<file path="src/rtl/hazard_forward_unit.sv">
// Hazard controller for the 5-stage RV32 pipeline: shadows EX/MEM/WB destination
// metadata, drives operand forwarding selects, load-use stalls and branch flushes.
module hazard_forward_unit #(
    parameter int REG_NUM_BITWIDTH = 5,
    parameter int CNT_BITWIDTH     = 16
) (
    input  logic                        clk,
    input  logic                        rst,
    input  logic                        id_valid,
    input  logic [REG_NUM_BITWIDTH-1:0] id_rs1,
    input  logic [REG_NUM_BITWIDTH-1:0] id_rs2,
    input  logic                        id_use_rs1,
    input  logic                        id_use_rs2,
    input  logic [REG_NUM_BITWIDTH-1:0] id_rd,
    input  logic                        id_regWrite,
    input  logic                        id_memRead,
    input  logic                        ex_branch_taken,
    output logic [1:0]                  forwardA,
    output logic [1:0]                  forwardB,
    output logic                        pc_write,
    output logic                        ifid_write,
    output logic                        ifid_flush,
    output logic                        idex_flush,
    output logic [CNT_BITWIDTH-1:0]     stall_count,
    output logic [CNT_BITWIDTH-1:0]     flush_count
);

    localparam logic [REG_NUM_BITWIDTH-1:0] REG_ZERO = '0;
    localparam logic [CNT_BITWIDTH-1:0]     CNT_MAX  = '1;
    localparam logic [CNT_BITWIDTH-1:0]     CNT_ONE  = CNT_BITWIDTH'(1);

    logic [REG_NUM_BITWIDTH-1:0] idex_rs1_q, idex_rs1_d;
    logic [REG_NUM_BITWIDTH-1:0] idex_rs2_q, idex_rs2_d;
    logic                        idex_use_rs1_q, idex_use_rs1_d;
    logic                        idex_use_rs2_q, idex_use_rs2_d;
    logic [REG_NUM_BITWIDTH-1:0] idex_rd_q, idex_rd_d;
    logic                        idex_reg_write_q, idex_reg_write_d;
    logic                        idex_mem_read_q, idex_mem_read_d;

    // A load's memRead only matters while it sits in EX, so later stages keep rd/regWrite.
    logic [REG_NUM_BITWIDTH-1:0] exmem_rd_q, exmem_rd_d;
    logic                        exmem_reg_write_q, exmem_reg_write_d;
    logic [REG_NUM_BITWIDTH-1:0] memwb_rd_q, memwb_rd_d;
    logic                        memwb_reg_write_q, memwb_reg_write_d;

    logic [CNT_BITWIDTH-1:0]     stall_count_q, stall_count_d;
    logic [CNT_BITWIDTH-1:0]     flush_count_q, flush_count_d;

    logic                        loaduse;
    logic [1:0]                  fwd_a;
    logic [1:0]                  fwd_b;

    assign loaduse = id_valid && idex_mem_read_q && (idex_rd_q != REG_ZERO) &&
                     ((id_use_rs1 && (id_rs1 == idex_rd_q)) ||
                      (id_use_rs2 && (id_rs2 == idex_rd_q)));

    // EX/MEM wins over MEM/WB so the youngest producer supplies the operand.
    always_comb begin
        fwd_a = 2'b00;
        fwd_b = 2'b00;
        if (exmem_reg_write_q && (exmem_rd_q != REG_ZERO) &&
            (exmem_rd_q == idex_rs1_q) && idex_use_rs1_q) begin
            fwd_a = 2'b10;
        end else if (memwb_reg_write_q && (memwb_rd_q != REG_ZERO) &&
                     (memwb_rd_q == idex_rs1_q) && idex_use_rs1_q) begin
            fwd_a = 2'b01;
        end
        if (exmem_reg_write_q && (exmem_rd_q != REG_ZERO) &&
            (exmem_rd_q == idex_rs2_q) && idex_use_rs2_q) begin
            fwd_b = 2'b10;
        end else if (memwb_reg_write_q && (memwb_rd_q != REG_ZERO) &&
                     (memwb_rd_q == idex_rs2_q) && idex_use_rs2_q) begin
            fwd_b = 2'b01;
        end
    end

    assign forwardA = fwd_a;
    assign forwardB = fwd_b;

    always_comb begin
        pc_write   = 1'b1;
        ifid_write = 1'b1;
        ifid_flush = 1'b0;
        idex_flush = 1'b0;
        if (!rst) begin
            if (ex_branch_taken) begin
                ifid_flush = 1'b1;
                idex_flush = 1'b1;
            end else if (loaduse) begin
                pc_write   = 1'b0;
                ifid_write = 1'b0;
                idex_flush = 1'b1;
            end
        end
    end

    always_comb begin
        idex_rs1_d        = id_rs1;
        idex_rs2_d        = id_rs2;
        idex_use_rs1_d    = id_use_rs1;
        idex_use_rs2_d    = id_use_rs2;
        idex_rd_d         = id_rd;
        idex_reg_write_d  = id_regWrite && id_valid;
        idex_mem_read_d   = id_memRead && id_valid;
        if (idex_flush) begin
            idex_rs1_d       = REG_ZERO;
            idex_rs2_d       = REG_ZERO;
            idex_use_rs1_d   = 1'b0;
            idex_use_rs2_d   = 1'b0;
            idex_rd_d        = REG_ZERO;
            idex_reg_write_d = 1'b0;
            idex_mem_read_d  = 1'b0;
        end

        exmem_rd_d        = idex_rd_q;
        exmem_reg_write_d = idex_reg_write_q;
        memwb_rd_d        = exmem_rd_q;
        memwb_reg_write_d = exmem_reg_write_q;

        stall_count_d = stall_count_q;
        flush_count_d = flush_count_q;
        if (ex_branch_taken) begin
            if (flush_count_q != CNT_MAX) flush_count_d = flush_count_q + CNT_ONE;
        end else if (loaduse) begin
            if (stall_count_q != CNT_MAX) stall_count_d = stall_count_q + CNT_ONE;
        end
    end

    always_ff @(posedge clk or posedge rst) begin
        if (rst) begin
            idex_rs1_q        <= '0;
            idex_rs2_q        <= '0;
            idex_use_rs1_q    <= 1'b0;
            idex_use_rs2_q    <= 1'b0;
            idex_rd_q         <= '0;
            idex_reg_write_q  <= 1'b0;
            idex_mem_read_q   <= 1'b0;
            exmem_rd_q        <= '0;
            exmem_reg_write_q <= 1'b0;
            memwb_rd_q        <= '0;
            memwb_reg_write_q <= 1'b0;
            stall_count_q     <= '0;
            flush_count_q     <= '0;
        end else begin
            idex_rs1_q        <= idex_rs1_d;
            idex_rs2_q        <= idex_rs2_d;
            idex_use_rs1_q    <= idex_use_rs1_d;
            idex_use_rs2_q    <= idex_use_rs2_d;
            idex_rd_q         <= idex_rd_d;
            idex_reg_write_q  <= idex_reg_write_d;
            idex_mem_read_q   <= idex_mem_read_d;
            exmem_rd_q        <= exmem_rd_d;
            exmem_reg_write_q <= exmem_reg_write_d;
            memwb_rd_q        <= memwb_rd_d;
            memwb_reg_write_q <= memwb_reg_write_d;
            stall_count_q     <= stall_count_d;
            flush_count_q     <= flush_count_d;
        end
    end

    assign stall_count = stall_count_q;
    assign flush_count = flush_count_q;

endmodule
</file>
<file path="config.mk">
export PLATFORM = sky130hd
export DESIGN_NAME = hazard_forward_unit
export DESIGN_NICKNAME = d
export VERILOG_FILES = /design/src/rtl/hazard_forward_unit.sv
export SDC_FILE = /design/constraint.sdc
export NUM_CORES = 1
export LEC_CHECK = 0
export ABC_CLOCK_PERIOD_IN_PS = 4600
export BUFFER_PORTS_ARGS = -buffer_cell sky130_fd_sc_hd__buf_2
export CORE_ASPECT_RATIO = 0.5
export CORE_UTILIZATION = 40
export DETAILED_ROUTE_END_ITERATION = 16
export PLACE_DENSITY = 0.65
export SYNTH_ARGS = -nofsm -noshare
export SYNTH_HDL_FRONTEND = slang
export SYNTH_SLANG_ARGS = --single-unit
</file>
<file path="constraint.sdc">
create_clock -name clk -period 4.6 [get_ports clk]
set_input_delay 1.38 -clock clk [delete_from_list [all_inputs] [get_ports clk]]
set_output_delay 1.38 -clock clk [all_outputs]
set_load 0.02 [all_outputs]
</file>
Word-level counts from Yosys, hierarchy flattened
Index checks and enable logic that the tools add are counted.
- flip-flop bits (word level): 63
- input bits: 23
- logic and storage cells: 66
- add/subtract/negate cells: 2
- eq/ne operators: 8
- multiplexer cells: 19
- bitwise operators: 1
- reductions and logical operators: 23
- operators with widths (cell ; number):
    $add 16x1->16 const B ; 2
    $ne 16x16->1 const B ; 2
    $eq 5x5->1 ; 6
    $logic_and 1x1->1 ; 17
    $mux 5 ; 3
    $reduce_bool 5->1 ; 3
    $mux 1 ; 14
    $mux 2 ; 2
    $reduce_and 3->1 ; 1
    $reduce_and 2->1 ; 1
    $logic_or 1x1->1 ; 1
    $not 1->1 ; 1

Longest topological paths before layout
- word-level depth: 8
- gate-level depth with buffers: 7
- gate-level depth less buffers: 6

Least setup slack after synthesis
Ideal clock, no wire load.
- path type: input to output
- start: input rst
- end: output pc_write
- data arrival time: 3647 ps
- required time: 3220 ps
- slack: -427 ps
- stages on the path: 3
- buffers on the path: 1
- path through: inv_1 nand4_1 buf_4
- word-level cells in the longest chain between the ends: 1
- ends and longest elaborated chain (element ; RTL line ; source):
    from (decl) ; 8 ; input logic rst,
    $mux 1 ; -- ;
    to (decl) ; 20 ; output logic pc_write,
Every way passes these cells.

Worst setup path after layout
- start: input id_rs2[0]
- end: output idex_flush
- word-level cells in the longest chain between the ends: 7
- ends and longest elaborated chain (element ; RTL line ; source):
    from (decl) ; 11 ; input logic [REG_NUM_BITWIDTH-1:0] id_rs2,
    $eq 5x5->1 ; 55 ; (id_use_rs2 && (id_rs2 == idex_rd_q)));
    $logic_and 1x1->1 ; 55 ;
    $logic_or 1x1->1 ; 54 ; ((id_use_rs1 && (id_rs1 == idex_rd_q)) ||
    $logic_and 1x1->1 ; 53 ; assign loaduse = id_valid && idex_mem_read_q && (idex_rd_q != REG_ZERO) &&
    $mux 1 ; 89 ; end else if (loaduse) begin
    $mux 1 ; 86 ; if (ex_branch_taken) begin
    $mux 1 ; 85 ; if (!rst) begin
    to (decl) ; 23 ; output logic idex_flush,
Every way passes these cells.

==> metrics.txt <==
status=completed; FP Rows=21; Layout area overhead=25.61%; most frequent cells in the layout=dfrtp_1, buf_2, xnor2_1; final instance area=0.003583 mm²; Power Density=approximately 430 mW/mm²; number of antenna violations at the first check in global routing=0; total wire length=5637 µm; FF-to-FF Start=flush_count[7]$_DFFE_PP0P_; Die ar.=~0.0075 mm²; Gate power share=a little over an eighth; DRT iter0 DRCs=33; clk buf depth=2; setup TNS=0 ns; H-tree levels=3; RSZ-0062 raised after global routing=false; Max-Slew Margin vs Limit=49.92%; CTS Sinks=63; post-route DRC violation count=0; register area share after synthesis=between 50% and 60%; dpl cells=409; hold depth=0; Ys Warns=0; Die X=around 120 µm; worst vdd ir=0.2228 mV; Hold Path Class=reg2reg; Max Slew Vio Count=0; port bufs=just over 60; GRT overflow=0; Reg clk slew, reported paths=~0.05 ns; DP Area=0.003267 mm²; crit path from=id_rs2[0]; synthesized area=0.002853 mm²; internal power=0.001143 W; Top Ports=63; leakage=between 1.5 and 2 nW; ANT nets after route=0; first-pass GRT wire length=9177 µm; total track usage=~16%; Fin. Hold Viols=0; Crit. End Element=output port; fmax=between 200 and 300 MHz; Startpoint Class=input port; critical path class=in2out; crit path max fanout=3; Core Area=about 0.0068 mm²; Initial Util=between 40% and 50%; Vias/cell=roughly 4.8; post-CTS setup buffers=0; WP data required=between 3 and 4 ns; Non-Filler Instances=around 430; n_diodes=0; clock power share=approximately 44%; Slew @ Worst Pin=approximately 0.75 ns; sequential share of power=42.6%; min cycle time layout=about 4.0 ns; commonest non-fill, non-tap cell in the layout=dfrtp_1; drt first pass iters=4; syn avg cell area=between 10 and 15 µm²; vias in the first global route=~2.0k; cts hold-fix bufs=0; pin count of the biggest net entering global routing=64; hpwl dp=~4200 µm; Syn Nets=283; Die Ht=about 62 µm; post-CTS sizing=0; share of layout cells above drive strength 1=26.43%; register bit total from synthesis=63; cts bufs inserted=9; fin crit share=a little under nine tenths; WP data arrival=2.58 ns; clk_lat worst skew=around 0.32 ns; routability cong.=0.8231; Hold Crit Start=exmem_reg_write_d$_DFF_PP0_; Netlist cell types=34; Psw=approximately 0.0004 W; via count=2026; drt wl/cell=about 13 µm; Worst Reg-to-Reg Cells=5; CTS tree=yes; sw frac=26.45%; skew final=roughly 0.0054 ns; Clock Tree Root=clkbuf_16; Post-Syn Instances=around 260; max_cap viols=0; Finish-stage setup viols=0; NumNets Final=approximately 350
worst max-delay path, stage by stage:
cell and delay (ns):
buf_2 0.11, xnor2_1 0.15, nand4_1 0.11, o22ai_1 0.37, a21oi_1 0.13, nor2_1 0.14
buf_2 0.18
path summary, 6_finish.rpt:
check / end / slack [ns]
max reg2reg: flush_count[1]$_DFFE_PP0P_ / 2.41
max in group asynchronous: stall_count[3]$_DFFE_PP0P_ / 2.78
min reg2reg: exmem_reg_write_q$_DFF_PP0_ / 0.35
min in group asynchronous: flush_count[5]$_DFFE_PP0P_ / 1.34
min: exmem_reg_write_q$_DFF_PP0_ / 0.35
max: idex_flush / 0.64
cell type report:
type                       instances  area [µm²]
tap                               92       115.1
sequential                        63        1577
fill                             598        3196
clock inverter                     5       63.81
clock buffer                      11       252.7
multi-input combinational        179        1205
inverter                          11       45.04
timing repair buffer              64       325.3
cells in the mapped netlist:
| master | n | area share (%) |
|---|---|---|
| and3_1 | 1 | 0.22 |
| mux2_2 | 1 | 0.39 |
| o22ai_1 | 1 | 0.22 |
| ha_1 | 2 | 0.88 |
| xnor2_1 | 32 | 9.8 |
| o2111ai_4 | 1 | 0.92 |
| nor2_1 | 20 | 2.6 |
| o311a_1 | 1 | 0.35 |
| buf_6 | 1 | 0.39 |
| or3_4 | 1 | 0.39 |
| or4b_1 | 1 | 0.35 |
| nor4_1 | 6 | 1.3 |
| o21ai_0 | 2 | 0.35 |
| mux2_4 | 1 | 0.53 |
| and4_1 | 1 | 0.31 |
| nand4_1 | 6 | 1.3 |
| dfrtp_1 | 63 | 55 |
| nor3_2 | 2 | 0.70 |
| nor2b_1 | 17 | 3.7 |
| inv_1 | 11 | 1.4 |
| or4_1 | 2 | 0.53 |
| nor4b_1 | 1 | 0.31 |
| a31oi_1 | 1 | 0.22 |
| a21oi_1 | 2 | 0.35 |
| clkbuf_1 | 3 | 0.39 |
| o21a_1 | 1 | 0.26 |
| xor2_1 | 26 | 8.0 |
| buf_4 | 1 | 0.26 |
| o21ai_1 | 1 | 0.18 |
| or3_1 | 2 | 0.44 |
| nand2_1 | 20 | 2.6 |
| nor3_1 | 12 | 2.1 |
| nand3_1 | 14 | 2.5 |
| nand3_2 | 1 | 0.35 |
cell families after synthesis:
kind of cell / share of synthesized area, %
and+or+nand+nor: 19.78
DFF: 55.26
xor gates and xnor gates: 17.81
buffers and inverters: 2.500
AOI/OAI and AO/OA: 2.851
muxes: 0.9209
adders and majority gates: 0.8771
sequential cells by signal, summed over array words and instances, names as in the netlist:
name and flops:
stall_count 16, idex_rs1_q 5, exmem_reg_write_d 1, memwb_reg_write_q 1, idex_mem_read_q 1, memwb_rd_q 5, exmem_rd_d 5, idex_use_rs2_q 1
exmem_rd_q 5, idex_use_rs1_q 1, flush_count 16, exmem_reg_write_q 1, idex_rs2_q 5
through the flow:
stage          utilization, %  total power, W  hold slack (ns)  setup slack [ns]
6_report                52.86        0.001554           0.3459            0.6406
5_1_grt                 52.86        0.001629           0.3700            0.4765
4_1_cts                 52.86        0.001572           0.3471            0.6402
3_5_place_dp            48.19       0.0008762           0.3347            0.6440
3_3_place_gp            48.19       0.0008688           0.3366            0.6604
2_1_floorplan               -       0.0007998           0.3312            0.1775
layer usage:
layer	wire, µm	track usage [%]	vias to the layer above	share of wire (%)
met3	168	4.745	6	3.0
li1	-	-	1000	-
met4	57	6.702	0	1.0
met5	0	0	-	0
met2	3022	32.22	25	54
met1	2389	17.32	995	42
power groups by stage:
stage	sequential [W]	combinational, W	clock (W)
6_report	0.000662	0.000201	0.000691
5_1_grt	0.000670	0.000224	0.000735
4_1_cts	0.000662	0.000205	0.000704
3_5_place_dp	0.000671	0.000205	0
3_3_place_gp	0.000668	0.000201	0
2_1_floorplan	0.000698	0.000102	0
Note: power is estimated with default switching activity, not from simulation.
